**config.mk**
```make
export PLATFORM = sky130hd
export DESIGN_NAME = seq_wide_add_sub
export DESIGN_NICKNAME = d
export VERILOG_FILES = /design/src/rtl/seq_wide_add_sub_pkg.sv /design/src/rtl/seq_wide_add_sub_rca_slice.sv /design/src/rtl/seq_wide_add_sub.sv
export SDC_FILE = /design/constraint.sdc
export NUM_CORES = 1
export LEC_CHECK = 0
export CELL_PAD_IN_SITES_DETAIL_PLACEMENT = 0
export CELL_PAD_IN_SITES_GLOBAL_PLACEMENT = 2
export CORE_UTILIZATION = 33
export CTS_CLUSTER_SIZE = 28
export DETAILED_ROUTE_END_ITERATION = 16
export PLACE_DENSITY_LB_ADDON = 0.1
export SYNTH_ARGS = -nofsm -noshare
export SYNTH_HDL_FRONTEND = slang
export SYNTH_SLANG_ARGS = --single-unit
```
**constraint.sdc**
```tcl
create_clock -name clk -period 7.65 [get_ports clk]
set_input_delay 1.53 -clock clk [delete_from_list [all_inputs] [get_ports clk]]
set_output_delay 1.53 -clock clk [all_outputs]
set_load 0.005 [all_outputs]
```
**src/rtl/seq_wide_add_sub_pkg.sv**
```systemverilog
`default_nettype none
// ============================================================================
//  Module      : seq_wide_add_sub_pkg
//  Description : Shared definitions for the sequential wide adder/subtractor:
//                operation select codes, FSM state encoding and a helper
//                that sizes the slice counter.
//  Revision    : 1.0 - initial release
// ============================================================================
package seq_wide_add_sub_pkg;

    // Operation select codes driven on the sel port.
    localparam logic SEL_ADD = 1'b0;
    localparam logic SEL_SUB = 1'b1;

    // Controller state encoding.
    typedef enum logic [1:0] {
        S_IDLE = 2'd0,
        S_RUN  = 2'd1,
        S_DONE = 2'd2
    } state_t;

    // Slice counter width: enough bits to index every slice, never zero.
    function automatic int cnt_width(input int nslices);
        return (nslices > 1) ? $clog2(nslices) : 1;
    endfunction

endpackage
`default_nettype wire

```
**src/rtl/seq_wide_add_sub_rca_slice.sv**
```systemverilog
`default_nettype none
// ============================================================================
//  Module      : rca_slice
//  Description : Combinational SLICE-bit ripple-carry adder built from a
//                chain of full-adder cells.
//  Ports       : x, y   - slice operands (SLICE bits)
//                cin    - carry into bit 0
//                s      - slice sum (SLICE bits)
//                cout   - carry out of the top bit
//  Revision    : 1.0 - initial release
// ============================================================================
module rca_slice #(
    parameter int SLICE = 4
) (
    input  logic [SLICE-1:0] x,
    input  logic [SLICE-1:0] y,
    input  logic             cin,
    output logic [SLICE-1:0] s,
    output logic             cout
);

    logic [SLICE:0] w_c;

    assign w_c[0] = cin;

    for (genvar i = 0; i < SLICE; i++) begin : g_fa
        assign s[i]     = x[i] ^ y[i] ^ w_c[i];
        assign w_c[i+1] = (x[i] & y[i]) | (w_c[i] & (x[i] ^ y[i]));
    end

    assign cout = w_c[SLICE];

endmodule
`default_nettype wire

```
**src/rtl/seq_wide_add_sub.sv**
```systemverilog
`default_nettype none
// ============================================================================
//  Module      : seq_wide_add_sub
//  Description : Multi-cycle WIDTH-bit adder/subtractor. One SLICE-bit
//                ripple-carry adder is reused once per cycle, LSB slice
//                first, with the inter-slice carry held in a register.
//  Ports       : clk    - clock, all state on rising edge
//                rst_n  - synchronous active-low reset
//                start  - request, sampled only when busy=0
//                a, b   - operands (WIDTH bits)
//                sel    - 0: y=a+b, 1: y=a-b
//                busy   - operation in progress
//                done   - one-cycle pulse, y/cout/ovf valid
//                y      - result, held until next accepted start
//                cout   - final carry (sub: 1 = no borrow)
//                ovf    - signed overflow of the full-width result
//  Revision    : 1.0 - initial release
// ============================================================================
module seq_wide_add_sub
    import seq_wide_add_sub_pkg::*;
#(
    parameter int WIDTH = 16,
    parameter int SLICE = 4
) (
    input  logic             clk,
    input  logic             rst_n,
    input  logic             start,
    input  logic [WIDTH-1:0] a,
    input  logic [WIDTH-1:0] b,
    input  logic             sel,
    output logic             busy,
    output logic             done,
    output logic [WIDTH-1:0] y,
    output logic             cout,
    output logic             ovf
);

    // WIDTH must be a multiple of SLICE.
    localparam int NSLICES = WIDTH / SLICE;
    localparam int CW      = cnt_width(NSLICES);
    localparam logic [CW-1:0] c_last = CW'(NSLICES - 1);

    state_t           r_state;
    state_t           w_state_nxt;

    logic [WIDTH-1:0] r_a;
    logic [WIDTH-1:0] r_b;
    logic             r_carry;
    logic [CW-1:0]    r_cnt;
    logic [WIDTH-1:0] r_y;
    logic             r_cout;
    logic             r_ovf;

    logic             w_accept;
    logic             w_last;
    logic [SLICE-1:0] w_a_slice;
    logic [SLICE-1:0] w_b_slice;
    logic [SLICE-1:0] w_sum;
    logic             w_cout;

    // A new request is taken whenever no operation is in flight, so a start
    // presented during the DONE cycle chains straight into the next op.
    assign w_accept = start && (r_state != S_RUN);
    assign w_last   = (r_cnt == c_last);

    // ------------------------------------------------------------------
    // FSM state register
    // ------------------------------------------------------------------
    always_ff @(posedge clk) begin
        if (!rst_n) begin
            r_state <= S_IDLE;
        end else begin
            r_state <= w_state_nxt;
        end
    end

    // ------------------------------------------------------------------
    // FSM next-state logic
    // ------------------------------------------------------------------
    always_comb begin
        w_state_nxt = r_state;
        case (r_state)
            S_IDLE:  if (start) w_state_nxt = S_RUN;
            S_RUN:   if (w_last) w_state_nxt = S_DONE;
            S_DONE:  w_state_nxt = start ? S_RUN : S_IDLE;
            default: w_state_nxt = S_IDLE;
        endcase
    end

    // ------------------------------------------------------------------
    // Slice selection and the shared slice adder
    // ------------------------------------------------------------------
    always_comb begin
        w_a_slice = r_a[32'(r_cnt) * SLICE +: SLICE];
        w_b_slice = r_b[32'(r_cnt) * SLICE +: SLICE];
    end

    rca_slice #(
        .SLICE (SLICE)
    ) u_rca_slice (
        .x    (w_a_slice),
        .y    (w_b_slice),
        .cin  (r_carry),
        .s    (w_sum),
        .cout (w_cout)
    );

    // ------------------------------------------------------------------
    // Operand, carry, counter and result registers
    // ------------------------------------------------------------------
    always_ff @(posedge clk) begin
        if (!rst_n) begin
            r_a     <= '0;
            r_b     <= '0;
            r_carry <= 1'b0;
            r_cnt   <= '0;
            r_y     <= '0;
            r_cout  <= 1'b0;
            r_ovf   <= 1'b0;
        end else if (w_accept) begin
            // Subtraction is a + ~b + 1: invert b once here and seed the
            // carry with sel so the slice adder only ever adds. The select
            // itself is fully captured by these two registers.
            r_a     <= a;
            r_b     <= (sel == SEL_SUB) ? ~b : b;
            r_carry <= sel;
            r_cnt   <= '0;
            r_y     <= '0;
        end else if (r_state == S_RUN) begin
            r_y[32'(r_cnt) * SLICE +: SLICE] <= w_sum;
            r_carry <= w_cout;
            r_cnt   <= r_cnt + 1'b1;
            if (w_last) begin
                r_cout <= w_cout;
                // Overflow: conditioned operands share a sign that the
                // result does not.
                r_ovf  <= (r_a[WIDTH-1] == r_b[WIDTH-1]) &&
                          (w_sum[SLICE-1] != r_a[WIDTH-1]);
            end
        end
    end

    assign busy = (r_state == S_RUN);
    assign done = (r_state == S_DONE);
    assign y    = r_y;
    assign cout = r_cout;
    assign ovf  = r_ovf;

endmodule
`default_nettype wire

```
Yosys cells after proc, flatten, opt, wreduce, memory -nomap -nowiden

Index checks and enable logic that the tools add are counted.

Add/subtract/negate cells: 2
Reduce and logical (&&, ||, !) cells: 7
Equal/unequal tests: 8
Bitwise gates (word level): 23
Shift operators: 4
Multiplexer cells: 8

Operators with widths:

| cell                                                  | number |
|---|---|
| negator 4 -> 34 bit                                   | 1 |
| variable shift 4 x 34 -> 16 bit, first input constant | 1 |
| indexed part select 4 x 34 -> 16 bit                  | 1 |
| indexed part select 16 x 5 -> 4 bit                   | 2 |
| bitwise mux 16 bit                                    | 1 |
| two-way mux 16 bit                                    | 1 |
| inverter 16 bit                                       | 1 |
| bitwise AND 1 bit                                     | 8 |
| XOR 1 bit                                             | 8 |
| one-hot mux 2 bit (3 select lines)                    | 1 |
| equality test 2 bit, second input constant            | 2 |
| two-way mux 2 bit                                     | 2 |
| != test 2 x 1 -> 1 bit, second input constant         | 2 |
| bitwise OR 1 bit                                      | 4 |
| two-way mux 1 bit                                     | 3 |
| AND reduction 3 bit                                   | 1 |
| adder 2 x 1 -> 2 bit, second input constant           | 1 |
| equality test 2 x 1 -> 1 bit, second input constant   | 1 |
| logical AND 1 bit                                     | 2 |
| logical NOT 2 bit                                     | 1 |
| != test 2 bit, second input constant                  | 1 |
| inverter 1 bit                                        | 2 |
| AND reduction 2 bit                                   | 1 |
| nonzero test 2 bit                                    | 1 |
| other kinds (3)                                       | 3 |

Register bits: 55
Input port bits: 36

Longest topological paths before layout

Gate-level depths: netlist (run 1).

Word-level depth: 12
Depth in mapped cells: 14
Gate-level depth less buffers: 12

Cells and area by module

Synthesis (run 1) repeated with hierarchy kept, for this count alone.

Cell total of the unflattened synthesis: 290
Area, all modules: 2,787.7 um2

Modules (own cells, without submodules):

| module           | cells an instance | area each (um2) | sequential area each (um2) | times used |
|---|---|---|---|---|
| seq_wide_add_sub | 276               | 2,670.1         | 1,101.1                    | 1 |
| rca_slice        | 14                | 117.6           | 0.0                        | 1 |

Least setup slack after synthesis (run 1)

Ideal clock, no wire load.

Kind: register -> register
Start point: reg r_cnt[0]
End point: reg r_ovf (netlist: ovf)
Slack: 4,605 ps
Arrival: 2,954 ps
Period minus slack after synthesis: 3,045 ps
Path buffers: 2
Setup time: 91 ps
Cell stages (with the launch flop): 15
Cells stage by stage: dfxtp_1 buf_6 buf_2 mux4_2 inv_1 fa_1 inv_1 fa_1 inv_1 fa_1 inv_1 fa_1 and3b_1 a21oi_1 a311oi_1

Word-level cells in the longest chain between the ends: 11

Ends and longest elaborated chain:

| item                                                          | RTL line                                       | source |
|---|---|---|
| start, declared                                               | seq_wide_add_sub.sv:49                         | `logic [CW-1:0] r_cnt;` |
| start signal, assigned                                        | seq_wide_add_sub.sv:132                        | `r_cnt <= r_cnt + 1'b1;` |
| indexed part select 16 x 5 -> 4 bit, on equally long branches | seq_wide_add_sub.sv:94, seq_wide_add_sub.sv:95 |  |
| XOR 1 bit                                                     | seq_wide_add_sub_rca_slice.sv:28               | `assign w_c[i+1] = (x[i] & y[i]) \| (w_c[i] & (x[i] ^ y[i]));` |
| bitwise AND 1 bit                                             | seq_wide_add_sub_rca_slice.sv:28               |  |
| bitwise OR 1 bit                                              | seq_wide_add_sub_rca_slice.sv:28               |  |
| bitwise AND 1 bit                                             | seq_wide_add_sub_rca_slice.sv:28               |  |
| bitwise OR 1 bit                                              | seq_wide_add_sub_rca_slice.sv:28               |  |
| bitwise AND 1 bit                                             | seq_wide_add_sub_rca_slice.sv:28               |  |
| bitwise OR 1 bit                                              | seq_wide_add_sub_rca_slice.sv:28               |  |
| XOR 1 bit                                                     | seq_wide_add_sub_rca_slice.sv:27               | `assign s[i] = x[i] ^ y[i] ^ w_c[i];` |
| != test 1 bit                                                 | seq_wide_add_sub.sv:138                        | `(w_sum[SLICE-1] != r_a[WIDTH-1]);` |
| logical AND 1 bit                                             | seq_wide_add_sub.sv:137                        | `r_ovf <= (r_a[WIDTH-1] == r_b[WIDTH-1]) &&` |
| end signal, assigned                                          | seq_wide_add_sub.sv:137                        |  |
| end, declared                                                 | seq_wide_add_sub.sv:52                         | `logic r_ovf;` |

Parallel ways exist; a longest one is shown, timed or not.
A chain may end at the register's enable or synchronous reset.

Final worst setup path (run 1)

Start point: reg r_state[0]
End point: out busy

Word-level cells in the longest chain between the ends: 1

Ends and longest elaborated chain:

| item                         | RTL line                | source |
|---|---|---|
| start, declared              | seq_wide_add_sub.sv:43  | `state_t r_state;` |
| start signal, assigned       | seq_wide_add_sub.sv:73  | `r_state <= w_state_nxt;` |
| equality test 2 x 1 -> 1 bit | seq_wide_add_sub.sv:143 | `assign busy = (r_state == S_RUN);` |
| end, declared                | seq_wide_add_sub.sv:31  | `output logic busy,` |

Every way passes these cells.

==> qor.txt, run 1 <==
Status -> completed
PD cells -> 185 nW/um2
Most instantiated cells after synthesis -> dfxtp_1 (55), a21oi_1 (47), nand3_1 (19)
Final hold vios -> 0
Die height -> 92.3 um
Initial Util -> 34.5%
Syn Nets -> 330
Finished Cell Area -> 3390 um2
I/O pin count -> 56
Cells after Synth -> 284
Routed WL -> 6310 um
Max frequency -> 0.262 GHz
Mean post-synth cell area -> 9.48 um2
Layout area overhead -> 25.8%
Synth unique cells -> 42
EDFF count, synth -> 0
CP Launch Point -> r_state[0]
CTS resizes -> 0
Initial antenna violation count -> 0
Crit path DAT -> 2290 ps
Dpl hpwl -> 4270 um
CP Data Required Time -> 6120 ps
Min-delay worst type -> reg2reg
Global route total overflow -> 0
CTS tree -> built
Type of the worst setup path -> reg2out
Crit path max fanout -> 40
Fill count -> 806
Core Region -> 7810 um2
Asr flop ratio synth -> 0%
Area leader, netlist -> dfxtp_1
Hold path start -> y[8]
Vias in the first global route -> 2113
Synth Flop Type -> dfxtp_1
Relative slew slack -> 34.4%
Clock buffer count from CTS -> 5
Final setup fails -> 0
TritonRoute pass-1 iters -> 4
Max-slew violation count -> 0
Max VDD drop -> 0.0000695 V
TritonCTS Sinks -> 55
Vias -> 2158
Layout cells sized above 1 -> 7.93%
Mapped Area -> 2690 um2
Clock Tree Buf Depth -> 2
Share of the synthesized area in the top cell type -> 40.9%
Die Span X -> 92.3 um
R2r setup slk -> 4320 ps
Critical Path Slowest Stage Cell -> clkdlybuf4s50_1
Fin crit period -> 3820 ps
Root Driver -> clkbuf_8
Finished Core Util -> 43.4%
Register area -> 1100 um2
Rows -> 32
Synth warn -> 0
Routability-driven placement congestion ratio -> 0.759
Total Power -> 626 uW
Worst Max-Slew Pin Slew -> 978 ps
Die area -> 8520 um2
TNS Setup -> 0 ps
CTS hold repair buffers -> 0
Vias per cell -> 5.02
Dominant cells by area after synthesis -> dfxtp_1 (41%), a21oi_1 (8.7%), mux4_2 (5.9%), xnor2_1 (5.2%), a211oi_1 (4.5%)
Final Skew -> 8.34 ps
Seq/Total Area, Yosys -> 40.9%
Diodes inserted -> 0
Area after DPL -> 3270 um2
Layout Nets -> 373
Max Cap Viol -> 0
ANT nets after route -> 0
Area of the multi-input gates -> 1420 um2
RSZ-0062 raised after global routing -> false
Final Cycle Share -> 50.0%
Crit path launch type -> register
Crit. End Element -> primary output
Global-route wire length before repair -> 10600 um
Global Route Usage Sum -> 15.6%
H-tree levels -> 2
R2R Path Start -> r_cnt[0]
DR WL/cell -> 14.7 um
DP Cell Count -> 422
DR iter-0 viols -> 85
CP Cell Sequence -> nand2b_4, inv_2, clkdlybuf4s50_1
Finished Layout Cells -> 430
Post-CTS setup buffer count -> 0
Synth Register Bits -> 55
Most instantiated library cell after synthesis -> dfxtp_1
Post-route DRC -> 0
Pin count of the biggest net entering global routing -> 41
Input/output buffers -> 55
CP peak stage delay -> 600 ps
Clock transition at path regs -> 100 ps
Leakage -> 0.00117 uW
Worst-skew pair later-pin latency -> 310 ps
==> stage by stage <==
| stage | hold slack [ps] | worst slack [ps] |
|---|---|---|
| finish | 454 | 3830 |
| floorplan | 447 | 4610 |
| detailed placement | 444 | 4040 |
| CTS | 458 | 3780 |
| global route | 468 | 3610 |
| global placement | 439 | 4060 |
==> critical path: cells and delay by family, from the launching register on <==
family | cells | cell delay, ps
buffers and inverters | 2 | 1090
AND/OR/NAND/NOR | 1 | 330
flip-flops | 1 | 570
==> routing by layer <==
metal / wire length (um) / track usage, %
met1: 3070 / 21.7
met4: 35 / 3.13
met2: 3060 / 25.4
met5: 0 / 0
met3: 148 / 2.46
==> power by group <==
group	internal, uW	leakage, uW	total [uW]	switching (uW)
sequential	301	0.000450	311	9.55
combinational	52.8	0.000659	112	58.9
clock	106	0.0000612	204	97.5
total	460	0.00117	626	166
==> area by class of cell <==
type                       count  area share, %
timing repair buffer          58           16.9
sequential                    55           32.5
tap                          102           3.77
clock buffer                   6           2.44
multi-input combinational    193           41.8
inverter                      14           1.55
clock inverter                 2           1.03
==> cell families (layout without fill, tap and decap cells) <==
| group | after synthesis | count (layout) | share of synthesized area [%] |
|---|---|---|---|
| AOI/OAI and AO/OA | 91 | 91 | 20.0 |
| and+or+nand+nor | 68 | 68 | 14.7 |
| DFF | 55 | 55 | 40.9 |
| buffers and inverters | 36 | 80 | 6.55 |
| xor gates and xnor gates | 16 | 16 | 5.20 |
| adders and majority gates | 10 | 10 | 5.76 |
| muxes | 8 | 8 | 6.83 |
==> path summary, 6_finish.rpt <==
path,endpoint,cells after the start
hold reg to reg,y[8],2
hold / removal,y[8],2
setup / recovery,busy,3
setup reg to reg,ovf,10
==> cell usage in the layout, fill, tap and decap left out, types with 2 or more instances in the layout <==
cell type and n:
fa_1 4, a21oi_1 47, nand3_1 19, nand4_1 4
and3b_1 3, o21ai_0 16, buf_4 3, or4_1 4
mux4_2 7, a211oi_1 16, nand2_1 15, xnor2_1 16
ha_1 6, nand3b_1 3, clkdlybuf4s50_1 55, dfxtp_1 55
a22oi_1 2, inv_2 2, nor2_1 8, inv_1 11
clkbuf_8 6, a32oi_1 4, nor3b_1 2
==> flip-flops by register name, summed over array words and instances (netlist names) <==
| name | flops |
|---|---|
| r_a | 16 |
| cout | 1 |
| ovf | 1 |
| r_cnt | 2 |
| y | 16 |
| r_b | 16 |
| r_state | 2 |
| r_carry | 1 |
Power figures use the tool's default switching activity.
==> run 2: changes to the inputs <==
CORE_UTILIZATION = 31   (was 33)
clock period = 3.9 ns   (was 7.65 ns; I/O delays follow)
==> qor.txt, run 2 (synthesis gave the netlist of run 1 again) <==
CTS hold repair buffers -> 0 (unchanged)
Vias per cell -> 5.02 (about the same)
Most frequent cells in the layout -> dfxtp_1 (55), clkdlybuf4s50_1 (55), a21oi_1 (47)
DR WL/cell -> 15.5 um (+5.4%)
Crit path launch type -> register
Fill count -> 879 (+9.1%)
Post-route DRC -> 0 (unchanged)
Initial Util -> 32.4% (-2.0 points)
Finished Cell Area -> 3410 um2 (+0.55%)
Vias in the first global route -> 2199 (+4.1%)
Max frequency -> 0.302 GHz
Pre-CTS setup slack -> 599 ps (-3440 ps)
Final worst slack -> 585 ps (-3240 ps)
Total Power -> 1230 uW (+97%)
RSZ-0062 raised after global routing -> false
Max VDD drop -> 0.000146 V (+110%)
Final Skew -> 3.44 ps (-4.90 ps)
Leakage -> 0.00118 uW (+0.85%)
Routed WL -> 6730 um (+6.6%)
Vias -> 2185 (+1.3%)
TritonCTS Sinks -> 55 (unchanged)
Global Route Usage Sum -> 16.4% (+0.88 points)
Switching part of the total -> 26.6% (+0.10 points)
Clock Tree Buf Depth -> 2 (unchanged)
Root Driver -> clkbuf_8
Logic pwr share -> 18.0% (+0.2 points)
DP Cell Count -> 427 (+1.2%)
Min-delay worst type -> reg2reg
Critical Path Slowest Stage Cell -> dfxtp_1
Initial antenna violation count -> 0 (unchanged)
TritonRoute pass-1 iters -> 4 (unchanged)
Max Cap Viol -> 0 (unchanged)
Final hold vios -> 0 (unchanged)
CP Data Required Time -> 4120 ps (-2000 ps)
Layout cells sized above 1 -> 8.48% (+0.56 points)
Clk pwr share -> 32.3% (-0.2 points)
Core Region -> 8300 um2 (+6.3%)
Relative slew slack -> 38.0% (+3.6 points)
Die Span X -> 95.2 um (+3.1%)
DR iter-0 viols -> 74 (-13%)
Finished Layout Cells -> 435 (+1.2%)
Pin count of the biggest net entering global routing -> 41 (unchanged)
Layout area overhead -> 26.5%
Crit. End Element -> register
CP Cell Sequence -> buf_4, mux4_2, fa_1, inv_1, fa_1, inv_1, fa_1, and3b_1, a21oi_1, a311oi_1
Diodes inserted -> 0 (unchanged)
Clock transition at path regs -> 100 ps (about the same)
Post-CTS setup buffer count -> 0 (unchanged)
TNS Setup -> 0 ps (unchanged)
CTS tree -> built
Input/output buffers -> 55 (unchanged)
CP peak stage delay -> 580 ps (-20 ps)
Die height -> 95.2 um (+3.1%)
Sequential fraction of design power -> 49.8% (+0.2 points)
Status -> completed
Fin crit period -> 3310 ps
Area after DPL -> 3290 um2 (+0.57%)
Layout Nets -> 375 (+0.54%)
I/O pin count -> 56 (unchanged)
P_int -> 904 uW (+96%)
Global-route wire length before repair -> 11500 um (+8.3%)
Crit path DAT -> 3540 ps (+1250 ps)
PD cells -> 362 nW/um2 (+96%)
Routability-driven placement congestion ratio -> 0.691 (-8.9%)
Rows -> 33 (+3.1%)
Worst Max-Slew Pin Slew -> 928 ps (-50.5 ps)
Max-slew violation count -> 0 (unchanged)
Global route total overflow -> 0 (unchanged)
P_sw -> 328 uW (+97%)
Clock buffer count from CTS -> 5 (unchanged)
Die area -> 9060 um2 (+6.3%)
H-tree levels -> 2 (unchanged)
CTS resizes -> 0 (unchanged)
Worst-skew pair later-pin latency -> 310 ps (about the same)
Dpl hpwl -> 4610 um (+8.0%)
Type of the worst setup path -> reg2reg
ANT nets after route -> 0 (unchanged)
Final Cycle Share -> 85.0%
Top delay family on crit path -> adder cells
Buffers plus inverters on the worst setup path -> 3 (+1)
Crit path max fanout -> 14 (-65%)
Most used cell along the critical path -> fa_1
Final setup fails -> 0 (unchanged)
==> run 2: layer usage <==
layer	part of all wire, %	wire length [um]	global-route usage (%)
met5	0	0	0
met2	48	3220	26.5
met4	1.1	76	4.55
met1	47	3180	22.5
met3	3.8	253	2.71
==> run 2: path summary, 6_finish.rpt <==
kind	cells past startpoint	end	slack (ps)	startpoint
worst min register to register	2	y[4]	460	y[4]
worst max register to register	10	ovf	590	r_cnt[0]
worst min-delay path	2	y[4]	460	y[4]
worst max-delay path	10	ovf	590	r_cnt[0]
==> run 2: stage by stage <==
stage                     hold slack (ps)  util (%)
final                                 457      41.0
after global routing                  480      41.0
after CTS                             461      41.0
after detailed placement              446      39.6
after global placement                441      39.6
after floorplan                       447         -
==> run 2: power by group through the flow <==
stage	Combinational [uW]	Sequential, uW	Clock (uW)
5_1_grt	248	618	434
6_report	221	613	397
2_1_floorplan	151	614	0
3_3_place_gp	221	627	0
4_1_cts	224	613	416
3_5_place_dp	223	626	0
==> run 2: worst register-to-register path, delay by kind of cell (launching register included) <==
family | cells | cell delay, ps
buf+inv | 3 | 400
mux | 1 | 530
flops | 1 | 580
compound gates | 2 | 320
fa+ha+maj | 3 | 1140
simple gates | 1 | 260
==> run 2: cell type report <==
class / instances / area (um2) / area share, %
inverters: 14 / 52.6 / 1.54
repair buffers: 60 / 588 / 17.3
clock inverters: 2 / 35.0 / 1.03
clock buffers: 6 / 82.6 / 2.42
well taps: 105 / 131 / 3.86
multi-input cells: 193 / 1420 / 41.6
flip-flops and latches: 55 / 1100 / 32.3
